File: config.mk
export PLATFORM = sky130hd
export DESIGN_NAME = alu_issue_flat
export DESIGN_NICKNAME = d
export VERILOG_FILES = /design/src/rtl/alu_issue_pkg.sv /design/src/rtl/alu_issue_if.sv /design/src/rtl/alu_regbank.sv /design/src/rtl/alu_issue.sv /design/src/flat_wrapper.sv
export SDC_FILE = /design/constraint.sdc
export NUM_CORES = 2
export LEC_CHECK = 0
export BUFFER_PORTS_ARGS = -buffer_cell sky130_fd_sc_hd__buf_4
export CAP_MARGIN = 20
export CORE_MARGIN = 5
export CORE_UTILIZATION = 40
export DETAILED_ROUTE_END_ITERATION = 6
export SYNTH_ARGS = -nofsm -noshare
export SYNTH_HDL_FRONTEND = slang
export SYNTH_SLANG_ARGS = --single-unit
File: constraint.sdc
create_clock -name core_clock_i -period 4 [get_ports core_clock_i]
set_clock_uncertainty 0.05 [all_clocks]
set_input_delay 0.6 -clock core_clock_i [delete_from_list [all_inputs] [get_ports core_clock_i]]
set_output_delay 0.6 -clock core_clock_i [all_outputs]
set_load 0.03 [all_outputs]
File: src/rtl/alu_issue_pkg.sv
// Purpose: shared definitions for the ALU operand-issue stage (fields, opcodes, FSM states).
// Latency: n/a (package only).
// Backpressure: n/a (package only).
package alu_issue_pkg;

   // Instruction field bit positions
   localparam int OPC_MSB       = 31;
   localparam int OPC_LSB       = 25;
   localparam int DEST_MSB      = 24;
   localparam int DEST_LSB      = 20;
   localparam int DBANK_BIT     = 19;
   localparam int RSA_MSB       = 18;
   localparam int RSA_LSB       = 14;
   localparam int RSB_MSB       = 13;
   localparam int RSB_LSB       = 9;
   localparam int USE_IMM_BIT   = 8;
   localparam int IMM_MSB       = 7;
   localparam int IMM_LSB       = 0;
   localparam int OPC_BRANCH_BIT = 6;

   // Opcode constants
   localparam logic [6:0] OPC_XOR = 7'b0000000;
   localparam logic [6:0] OPC_ADD = 7'b0011000;
   localparam logic [6:0] OPC_SUB = 7'b0011001;
   localparam logic [6:0] OPC_BEQ = 7'b1000100;
   localparam logic [6:0] OPC_BNE = 7'b1000101;

   typedef enum logic {
      ISSUE   = 1'b0,
      BR_WAIT = 1'b1
   } issue_state_t;

   typedef struct packed {
      logic [6:0] opc;
      logic [4:0] dest;
      logic       bank;
      logic [4:0] rs_a;
      logic [4:0] rs_b;
      logic       use_imm;
      logic [7:0] imm;
   } inst_t;

   function automatic inst_t decode_inst(input logic [31:0] inst);
      inst_t d;
      d.opc     = inst[OPC_MSB:OPC_LSB];
      d.dest    = inst[DEST_MSB:DEST_LSB];
      d.bank    = inst[DBANK_BIT];
      d.rs_a    = inst[RSA_MSB:RSA_LSB];
      d.rs_b    = inst[RSB_MSB:RSB_LSB];
      d.use_imm = inst[USE_IMM_BIT];
      d.imm     = inst[IMM_MSB:IMM_LSB];
      return d;
   endfunction

   // Any opcode with the top bit set belongs to the branch class
   function automatic logic is_branch(input logic [6:0] opc);
      return opc[OPC_BRANCH_BIT];
   endfunction

endpackage

File: src/rtl/alu_issue_if.sv
// Purpose: bundles instruction input, ALU operand output, writeback and branch signals of alu_issue.
// Latency: n/a (wiring only).
// Backpressure: inst_valid_i/inst_ready_o handshake; ALU and writeback side are not backpressured.
// Modports: slave = issue stage, master = surrounding pipeline / testbench.
interface alu_issue_if;
   logic        flush_i;
   logic [31:0] inst_i;
   logic        inst_valid_i;
   logic        inst_ready_o;
   logic [31:0] a_o;
   logic [31:0] b_o;
   logic [6:0]  opc_o;
   logic [4:0]  dest_o;
   logic        bank_o;
   logic        valid_o;
   logic        wb_reg_wen_i;
   logic        wb_valid_i;
   logic [31:0] wb_result_i;
   logic [4:0]  wb_dest_i;
   logic        wb_bank_i;
   logic        wb_branch_exec_i;
   logic        wb_branch_taken_i;
   logic        br_resolved_o;
   logic        br_taken_o;

   modport slave (
      input  flush_i, inst_i, inst_valid_i,
      input  wb_reg_wen_i, wb_valid_i, wb_result_i, wb_dest_i, wb_bank_i,
      input  wb_branch_exec_i, wb_branch_taken_i,
      output inst_ready_o, a_o, b_o, opc_o, dest_o, bank_o, valid_o,
      output br_resolved_o, br_taken_o
   );

   modport master (
      output flush_i, inst_i, inst_valid_i,
      output wb_reg_wen_i, wb_valid_i, wb_result_i, wb_dest_i, wb_bank_i,
      output wb_branch_exec_i, wb_branch_taken_i,
      input  inst_ready_o, a_o, b_o, opc_o, dest_o, bank_o, valid_o,
      input  br_resolved_o, br_taken_o
   );
endinterface

File: src/rtl/alu_regbank.sv
// Purpose: 32x32 register bank, one synchronous read port and one write port.
// Latency: read data valid 1 cycle after ren; read-during-write to the same entry returns old data.
// Backpressure: none.
// Ports: clk; we/waddr/wdata write port; ren/raddr read request; rdata registered read data.
module alu_regbank #(
   parameter bit RF_INIT_ZERO = 1'b1
) (
   input  logic        clk,
   input  logic        we,
   input  logic [4:0]  waddr,
   input  logic [31:0] wdata,
   input  logic        ren,
   input  logic [4:0]  raddr,
   output logic [31:0] rdata
);

   logic [31:0] mem [32];

   // Contents are deliberately not reset; optional zero-fill for simulation/FPGA bitstreams.
   generate
      if (RF_INIT_ZERO) begin : g_init
         initial begin
            for (int i = 0; i < 32; i++) mem[i] <= '0;
         end
      end
   endgenerate

   always @(posedge clk) begin
      if (we) mem[waddr] <= wdata;
      if (ren) rdata <= mem[raddr];
   end

endmodule

File: src/rtl/alu_issue.sv
// Purpose: operand-issue stage ahead of the integer ALU: decode, dual-bank read, two-level bypass, branch stall.
// Latency: 1 cycle from accept to valid_o; 1 instruction/cycle, no RAW stalls.
// Backpressure: inst_ready_o low while waiting on an unresolved branch; ALU side is never stalled.
// Ports: core_clock_i, core_reset_i (async, active-high), bus (alu_issue_if.slave).
module alu_issue
   import alu_issue_pkg::*;
#(
   parameter int IMM_W        = 8,
   parameter bit RF_INIT_ZERO = 1'b1
) (
   input  logic     core_clock_i,
   input  logic     core_reset_i,
   alu_issue_if.slave bus
);

   inst_t        dec;
   issue_state_t state_q, state_d;
   logic         inst_ready;
   logic         accept;
   logic         wb_wen;
   logic         br_evt;

   // Registered issue fields
   logic             valid_q;
   logic [6:0]       opc_q;
   logic [4:0]       dest_q;
   logic             bank_q;
   logic [4:0]       rs_a_q;
   logic [4:0]       rs_b_q;
   logic             use_imm_q;
   logic [IMM_W-1:0] imm_q;

   // Last-write (distance-2) bypass, one per bank
   logic        lw0_vld, lw1_vld;
   logic [4:0]  lw0_dest, lw1_dest;
   logic [31:0] lw0_data, lw1_data;

   logic [31:0] rd_a, rd_b;
   logic [31:0] a_mux, b_mux;
   logic        br_res_q, br_tkn_q;

   assign dec    = decode_inst(bus.inst_i);
   assign accept = bus.inst_valid_i & inst_ready;
   assign wb_wen = bus.wb_reg_wen_i & bus.wb_valid_i & (bus.wb_dest_i != 5'd0);
   assign br_evt = bus.wb_branch_exec_i & bus.wb_valid_i;

   // FSM: state register
   always_ff @(posedge core_clock_i or posedge core_reset_i) begin
      if (core_reset_i) state_q <= ISSUE;
      else              state_q <= state_d;
   end

   // FSM: next state and ready
   always_comb begin
      state_d    = state_q;
      inst_ready = 1'b0;
      case (state_q)
         ISSUE: begin
            inst_ready = 1'b1;
            if (bus.inst_valid_i && is_branch(dec.opc)) state_d = BR_WAIT;
         end
         BR_WAIT: begin
            if (br_evt) state_d = ISSUE;
         end
         default: state_d = ISSUE;
      endcase
      // Flush also cancels a branch accepted in the same cycle
      if (bus.flush_i) state_d = ISSUE;
   end

   // Issue register: fields follow every accept, valid is dropped by a flush
   always_ff @(posedge core_clock_i or posedge core_reset_i) begin
      if (core_reset_i) begin
         valid_q   <= 1'b0;
         opc_q     <= '0;
         dest_q    <= '0;
         bank_q    <= 1'b0;
         rs_a_q    <= '0;
         rs_b_q    <= '0;
         use_imm_q <= 1'b0;
         imm_q     <= '0;
      end else begin
         valid_q <= accept & ~bus.flush_i;
         if (accept) begin
            opc_q     <= dec.opc;
            dest_q    <= dec.dest;
            bank_q    <= dec.bank;
            rs_a_q    <= dec.rs_a;
            rs_b_q    <= dec.rs_b;
            use_imm_q <= dec.use_imm;
            imm_q     <= dec.imm[IMM_W-1:0];
         end
      end
   end

   // Hold the previous cycle's write so a read issued alongside it sees the new value
   always_ff @(posedge core_clock_i or posedge core_reset_i) begin
      if (core_reset_i) begin
         lw0_vld  <= 1'b0;
         lw1_vld  <= 1'b0;
         lw0_dest <= '0;
         lw1_dest <= '0;
         lw0_data <= '0;
         lw1_data <= '0;
      end else begin
         lw0_vld <= wb_wen & ~bus.wb_bank_i;
         lw1_vld <= wb_wen &  bus.wb_bank_i;
         if (wb_wen && !bus.wb_bank_i) begin
            lw0_dest <= bus.wb_dest_i;
            lw0_data <= bus.wb_result_i;
         end
         if (wb_wen && bus.wb_bank_i) begin
            lw1_dest <= bus.wb_dest_i;
            lw1_data <= bus.wb_result_i;
         end
      end
   end

   // Branch outcome pass-through to fetch
   always_ff @(posedge core_clock_i or posedge core_reset_i) begin
      if (core_reset_i) begin
         br_res_q <= 1'b0;
         br_tkn_q <= 1'b0;
      end else begin
         br_res_q <= br_evt;
         br_tkn_q <= br_evt & bus.wb_branch_taken_i;
      end
   end

   alu_regbank #(.RF_INIT_ZERO(RF_INIT_ZERO)) u_bank0 (
      .clk   (core_clock_i),
      .we    (wb_wen & ~bus.wb_bank_i),
      .waddr (bus.wb_dest_i),
      .wdata (bus.wb_result_i),
      .ren   (accept),
      .raddr (dec.rs_a),
      .rdata (rd_a)
   );

   alu_regbank #(.RF_INIT_ZERO(RF_INIT_ZERO)) u_bank1 (
      .clk   (core_clock_i),
      .we    (wb_wen & bus.wb_bank_i),
      .waddr (bus.wb_dest_i),
      .wdata (bus.wb_result_i),
      .ren   (accept),
      .raddr (dec.rs_b),
      .rdata (rd_b)
   );

   // Operand muxes: r0, live writeback, last write, register file
   always_comb begin
      a_mux = rd_a;
      if (rs_a_q == 5'd0)
         a_mux = '0;
      else if (wb_wen && !bus.wb_bank_i && bus.wb_dest_i == rs_a_q)
         a_mux = bus.wb_result_i;
      else if (lw0_vld && lw0_dest == rs_a_q)
         a_mux = lw0_data;

      b_mux = rd_b;
      if (use_imm_q)
         b_mux = {{(32-IMM_W){imm_q[IMM_W-1]}}, imm_q};
      else if (rs_b_q == 5'd0)
         b_mux = '0;
      else if (wb_wen && bus.wb_bank_i && bus.wb_dest_i == rs_b_q)
         b_mux = bus.wb_result_i;
      else if (lw1_vld && lw1_dest == rs_b_q)
         b_mux = lw1_data;
   end

   assign bus.inst_ready_o  = inst_ready;
   assign bus.a_o           = a_mux;
   assign bus.b_o           = b_mux;
   assign bus.opc_o         = opc_q;
   assign bus.dest_o        = dest_q;
   assign bus.bank_o        = bank_q;
   assign bus.valid_o       = valid_q;
   assign bus.br_resolved_o = br_res_q;
   assign bus.br_taken_o    = br_tkn_q;

endmodule

File: src/flat_wrapper.sv
// flat-port wrapper written by rule: the top's interface ports become plain ports
module alu_issue_flat import alu_issue_pkg::*;
#(
   parameter int IMM_W        = 8,
   parameter bit RF_INIT_ZERO = 1'b1
)
  (core_clock_i, core_reset_i, bus_flush_i, bus_inst_i, bus_inst_valid_i, bus_wb_reg_wen_i, bus_wb_valid_i, bus_wb_result_i, bus_wb_dest_i, bus_wb_bank_i, bus_wb_branch_exec_i, bus_wb_branch_taken_i, bus_inst_ready_o, bus_a_o, bus_b_o, bus_opc_o, bus_dest_o, bus_bank_o, bus_valid_o, bus_br_resolved_o, bus_br_taken_o);
  alu_issue_if bus_i ();
  input  logic core_clock_i;
  input  logic core_reset_i;
  input wire logic [$bits(bus_i.flush_i)-1:0] bus_flush_i;
  input wire logic [$bits(bus_i.inst_i)-1:0] bus_inst_i;
  input wire logic [$bits(bus_i.inst_valid_i)-1:0] bus_inst_valid_i;
  input wire logic [$bits(bus_i.wb_reg_wen_i)-1:0] bus_wb_reg_wen_i;
  input wire logic [$bits(bus_i.wb_valid_i)-1:0] bus_wb_valid_i;
  input wire logic [$bits(bus_i.wb_result_i)-1:0] bus_wb_result_i;
  input wire logic [$bits(bus_i.wb_dest_i)-1:0] bus_wb_dest_i;
  input wire logic [$bits(bus_i.wb_bank_i)-1:0] bus_wb_bank_i;
  input wire logic [$bits(bus_i.wb_branch_exec_i)-1:0] bus_wb_branch_exec_i;
  input wire logic [$bits(bus_i.wb_branch_taken_i)-1:0] bus_wb_branch_taken_i;
  output wire logic [$bits(bus_i.inst_ready_o)-1:0] bus_inst_ready_o;
  output wire logic [$bits(bus_i.a_o)-1:0] bus_a_o;
  output wire logic [$bits(bus_i.b_o)-1:0] bus_b_o;
  output wire logic [$bits(bus_i.opc_o)-1:0] bus_opc_o;
  output wire logic [$bits(bus_i.dest_o)-1:0] bus_dest_o;
  output wire logic [$bits(bus_i.bank_o)-1:0] bus_bank_o;
  output wire logic [$bits(bus_i.valid_o)-1:0] bus_valid_o;
  output wire logic [$bits(bus_i.br_resolved_o)-1:0] bus_br_resolved_o;
  output wire logic [$bits(bus_i.br_taken_o)-1:0] bus_br_taken_o;
  assign bus_i.flush_i = bus_flush_i;
  assign bus_i.inst_i = bus_inst_i;
  assign bus_i.inst_valid_i = bus_inst_valid_i;
  assign bus_i.wb_reg_wen_i = bus_wb_reg_wen_i;
  assign bus_i.wb_valid_i = bus_wb_valid_i;
  assign bus_i.wb_result_i = bus_wb_result_i;
  assign bus_i.wb_dest_i = bus_wb_dest_i;
  assign bus_i.wb_bank_i = bus_wb_bank_i;
  assign bus_i.wb_branch_exec_i = bus_wb_branch_exec_i;
  assign bus_i.wb_branch_taken_i = bus_wb_branch_taken_i;
  assign bus_inst_ready_o = bus_i.inst_ready_o;
  assign bus_a_o = bus_i.a_o;
  assign bus_b_o = bus_i.b_o;
  assign bus_opc_o = bus_i.opc_o;
  assign bus_dest_o = bus_i.dest_o;
  assign bus_bank_o = bus_i.bank_o;
  assign bus_valid_o = bus_i.valid_o;
  assign bus_br_resolved_o = bus_i.br_resolved_o;
  assign bus_br_taken_o = bus_i.br_taken_o;
  alu_issue #(.IMM_W(IMM_W), .RF_INIT_ZERO(RF_INIT_ZERO)) u_core (.core_clock_i(core_clock_i), .core_reset_i(core_reset_i), .bus(bus_i));
endmodule
==> results.yml <==
power:
  power.total_mw: 50.1
  leakage_nw: 32.9
  swShare_pct: 22.2
  powerDensity_mw_per_mm2: 496
  p_int_mw: 39.0
  p_seq_share_pct: 52.1
  p_switching_mw: 11.2
  clkPwrFrac_pct: 40.7
  combPwrFrac_pct: 7.3
  max-vdd-ir-drop_uv: 386
logic_synthesis:
  yosysTopAreaCellShare_pct: 73.4
  yosysTopAreaCell: "edfxtp_1"
  synthTopCellsByArea: "edfxtp_1 73%, mux4_2 13%, dfrtp_1 3.2%"
  synth_cells: 4084
  yosysUniqueCellTypes: 43
  syn_area_sq_mm: 0.0864
  synthArstFlopShare_pct: 5.04
  synthTopCellsByCount: "2112 x edfxtp_1, 512 x mux4_2, 259 x nand2_1"
  synth_edf_count: 2112
  ys_ff_latch: 2224
  yosys.cell_count.top_type: "edfxtp_1"
  ys.flop_type: "edfxtp_1"
  synth_area_per_cell_sq_um: 21.1
  synth-seq-area-share_pct: 76.7
  ys_warn_count: 0
status:
  status: "finished clean"
timing:
  tns_ps: 0
  slew_headroom_pct: 19.7
  grt_setup_unrepaired: "no"
  min_period_over_period_pct: 97.9
  hold_viol: 0
  fin_crit_ps: 3920
  max_freq_mhz: 255
  setup-violations-final: 0
  maxSlewViolCount: 0
  tightest_slew_ps: 1200
critical_path:
  ff2ff_setup_slack_ps: 1430
  worstReg2RegStart: "u_core.u_bank1.mem[0][29]"
  worstRegToRegCells: 5
  crit_path_start_kind: "input pin"
  crit_start: "bus_wb_dest_i[3]"
  worstPathMaxFanout: 12
  cp-end-kind: "output port"
  arrival_ps: 3270
  r2r_end: "u_core.u_bank1.rdata[29]"
  crit_type: "input pin to output port"
  required_ps: 3350
worst_hold_path:
  hold_path_end: "u_core.lw1_dest[0]"
  min_from: "bus_wb_dest_i[0]"
  min_path_type: "input pin to flip-flop"
  hold_path_depth: 3
clock_tree:
  clockRootBuffer: "clkbuf_16"
  cts-buffers-inserted: 219
  clk_latency_ps: 850
  cts_tree: "yes"
  postCtsSetupRepairBufs: 0
  htreeDepth: 4
  path_clk_slew_ps: 60
  cts_sinks: 2224
  clk_path_buf_depth: 3
detailed_routing:
  drc: 0
  wire_per_inst_microns: 31.0
  ant_nets: 0
  via_count: 43100
  viasPerCell: 5.64
  dr.first_iter.drc_count: 4524
  detail_route.first_pass.iterations: 5
  finalWirelength_mm: 237
job:
  maxCapViolations: 0
grt:
  gr-total-overflow: 0
  grt_usage_pct: 20.9
  grt_max_degree: 66
  grt_pass1_vias: 44300
  antenna_found_initial: 23
  grt_pass1_wl_mm: 334
cells_and_area:
  syn2layout_area_growth_pct: 17.1
  fin_nets: 4687
  fin_util_pct: 47.1
  num-fill-cells: 17600
  fin_cells: 7642
  post_route_cells_drive_above_1_share_pct: 31.9
floorplanning:
  pin_count: 159
  rows: 170
  fp.coreArea_sq_mm: 0.215
  die_x_microns: 475
  die-area_sq_mm: 0.225
  initial_core_util_pct: 40.2
  fp.dieH_microns: 475
place:
  dpl.cell_count: 7194
  io_buffers: 158
  post-dp-hpwl_mm: 142
  gp_congestion: 0.803
## power by group through the flow
| stage | registers (mW) | logic, mW | clock network [mW] |
|---|---|---|---|
| after floorplan | 26.5 | 1.84 | 0 |
| after global placement | 26.6 | 3.61 | 0 |
| after detailed placement | 26.6 | 3.66 | 0 |
| after CTS | 26.1 | 3.69 | 20.8 |
| after global routing | 26.1 | 3.85 | 21.8 |
| final | 26.1 | 3.64 | 20.4 |
## cells in the final DEF, fill, tap and decap left out, types with 4 or more instances in the layout
| cell type | instances |
|---|---|
| nor2_1 | 68 |
| clkbuf_1 | 55 |
| a211oi_1 | 64 |
| a21oi_1 | 67 |
| o211ai_1 | 25 |
| clkinv_1 | 40 |
| clkinvlp_4 | 5 |
| buf_8 | 4 |
| or2_2 | 4 |
| a31oi_1 | 31 |
| o21ai_0 | 98 |
| mux2i_1 | 155 |
| mux2_2 | 172 |
| bufinv_16 | 20 |
| a22oi_1 | 7 |
| mux2_1 | 28 |
| edfxtp_1 | 2112 |
| clkbuf_8 | 14 |
| inv_6 | 8 |
| dfrtp_1 | 112 |
| nand2_1 | 258 |
| diode_2 | 9 |
| nand3_1 | 4 |
| buf_4 | 393 |
| clkinv_2 | 37 |
| mux4_2 | 512 |
| o21ai_1 | 7 |
| dlygate4sd3_1 | 31 |
| xor2_1 | 7 |
| xnor2_1 | 13 |
| nor2_4 | 62 |
| clkbuf_16 | 221 |
| buf_12 | 49 |
| mux2i_2 | 6 |
| conb_1 | 64 |
## critical path, cell delays in order
cell and delay [ps]:
dlygate4sd3_1 570, buf_4 190, or3_1 440, o21ai_4 430
o31ai_4 180, o211ai_1 570, buf_4 280
## per-layer routing
metal / vias to the layer above / share of wire [%] / track usage, %
met4: 6 / 3.4 / 6.84
met5: - / 0.014 / 0
met1: 23300 / 39 / 27.5
met2: 1616 / 50 / 35.6
met3: 334 / 7.0 / 3.69
li1: 17800 / - / -
## kinds of logic after synthesis
group | after synthesis | synth area share [%]
compound gates | 302 | 2.09
flops | 2224 | 76.7
other cells | 1 | 0.00434
mux | 873 | 17.8
buf+inv | 245 | 1.27
xor+xnor | 20 | 0.203
simple gates | 419 | 1.93
## worst max-delay path by stage
| stage | endpoint | slack (ps) | cells past startpoint |
|---|---|---|---|
| global route | bus_a_o[15] | 10 | 10 |
| floorplan | u_core.bus.bank_o | 390 | 1 |
| global placement | u_core.u_bank1.rdata[25] | 450 | 8 |
| finish | bus_b_o[20] | 80 | 7 |
| CTS | bus_b_o[31] | 8 | 7 |
| detailed placement | u_core.u_bank1.rdata[25] | 370 | 8 |
## stage by stage
stage	cell area, sq um	setup WS (ps)	hold slack (ps)
after floorplan	86600	391	396
after global placement	93600	446	408
after detailed placement	93600	369	418
after CTS	101000	7.84	9.31
after global routing	101000	13.3	52.6
final	101000	82.1	82.9
## what timing repair did
item / in CTS / in global routing
resized for setup: 6 / 3
hold buffers: 31 / 0
endpoints found under the setup margin: 21 / 2
endpoints found under the hold margin: 81 / 0
## registers in the layout, summed over array words and instances, names as in the netlist
name	flops
u_core.u_bank1.rdata	32
u_core.state_q	1
u_core.lw0_vld	1
u_core.u_bank1.mem	1024
u_core.bus.br_resolved_o	1
u_core.bus.valid_o	1
u_core.lw0_dest	5
u_core.u_bank0.mem	1024
u_core.lw1_dest	5
u_core.use_imm_q	1
u_core.rs_b_q	5
u_core.lw1_data	32
u_core.u_bank0.rdata	32
u_core.bus.br_taken_o	1
u_core.bus.dest_o	5
u_core.rs_a_q	5
u_core.lw1_vld	1
u_core.lw0_data	32
u_core.imm_q	8
u_core.bus.opc_o	7
u_core.bus.bank_o	1
## final cells by class
class                   instances  area [sq um]  share of cell area, %
diodes                          9          22.5                 0.0223
clock buffers                 289          5920                   5.85
clock inverters               118          1190                   1.18
inverters                       6          30.0                 0.0297
multi-input cells            1678         19800                   19.6
flip-flops and latches       2224         66200                   65.5
well taps                    2838          3550                   3.51
repair buffers                480          4350                   4.31
(Power assumes the default switching activity.)
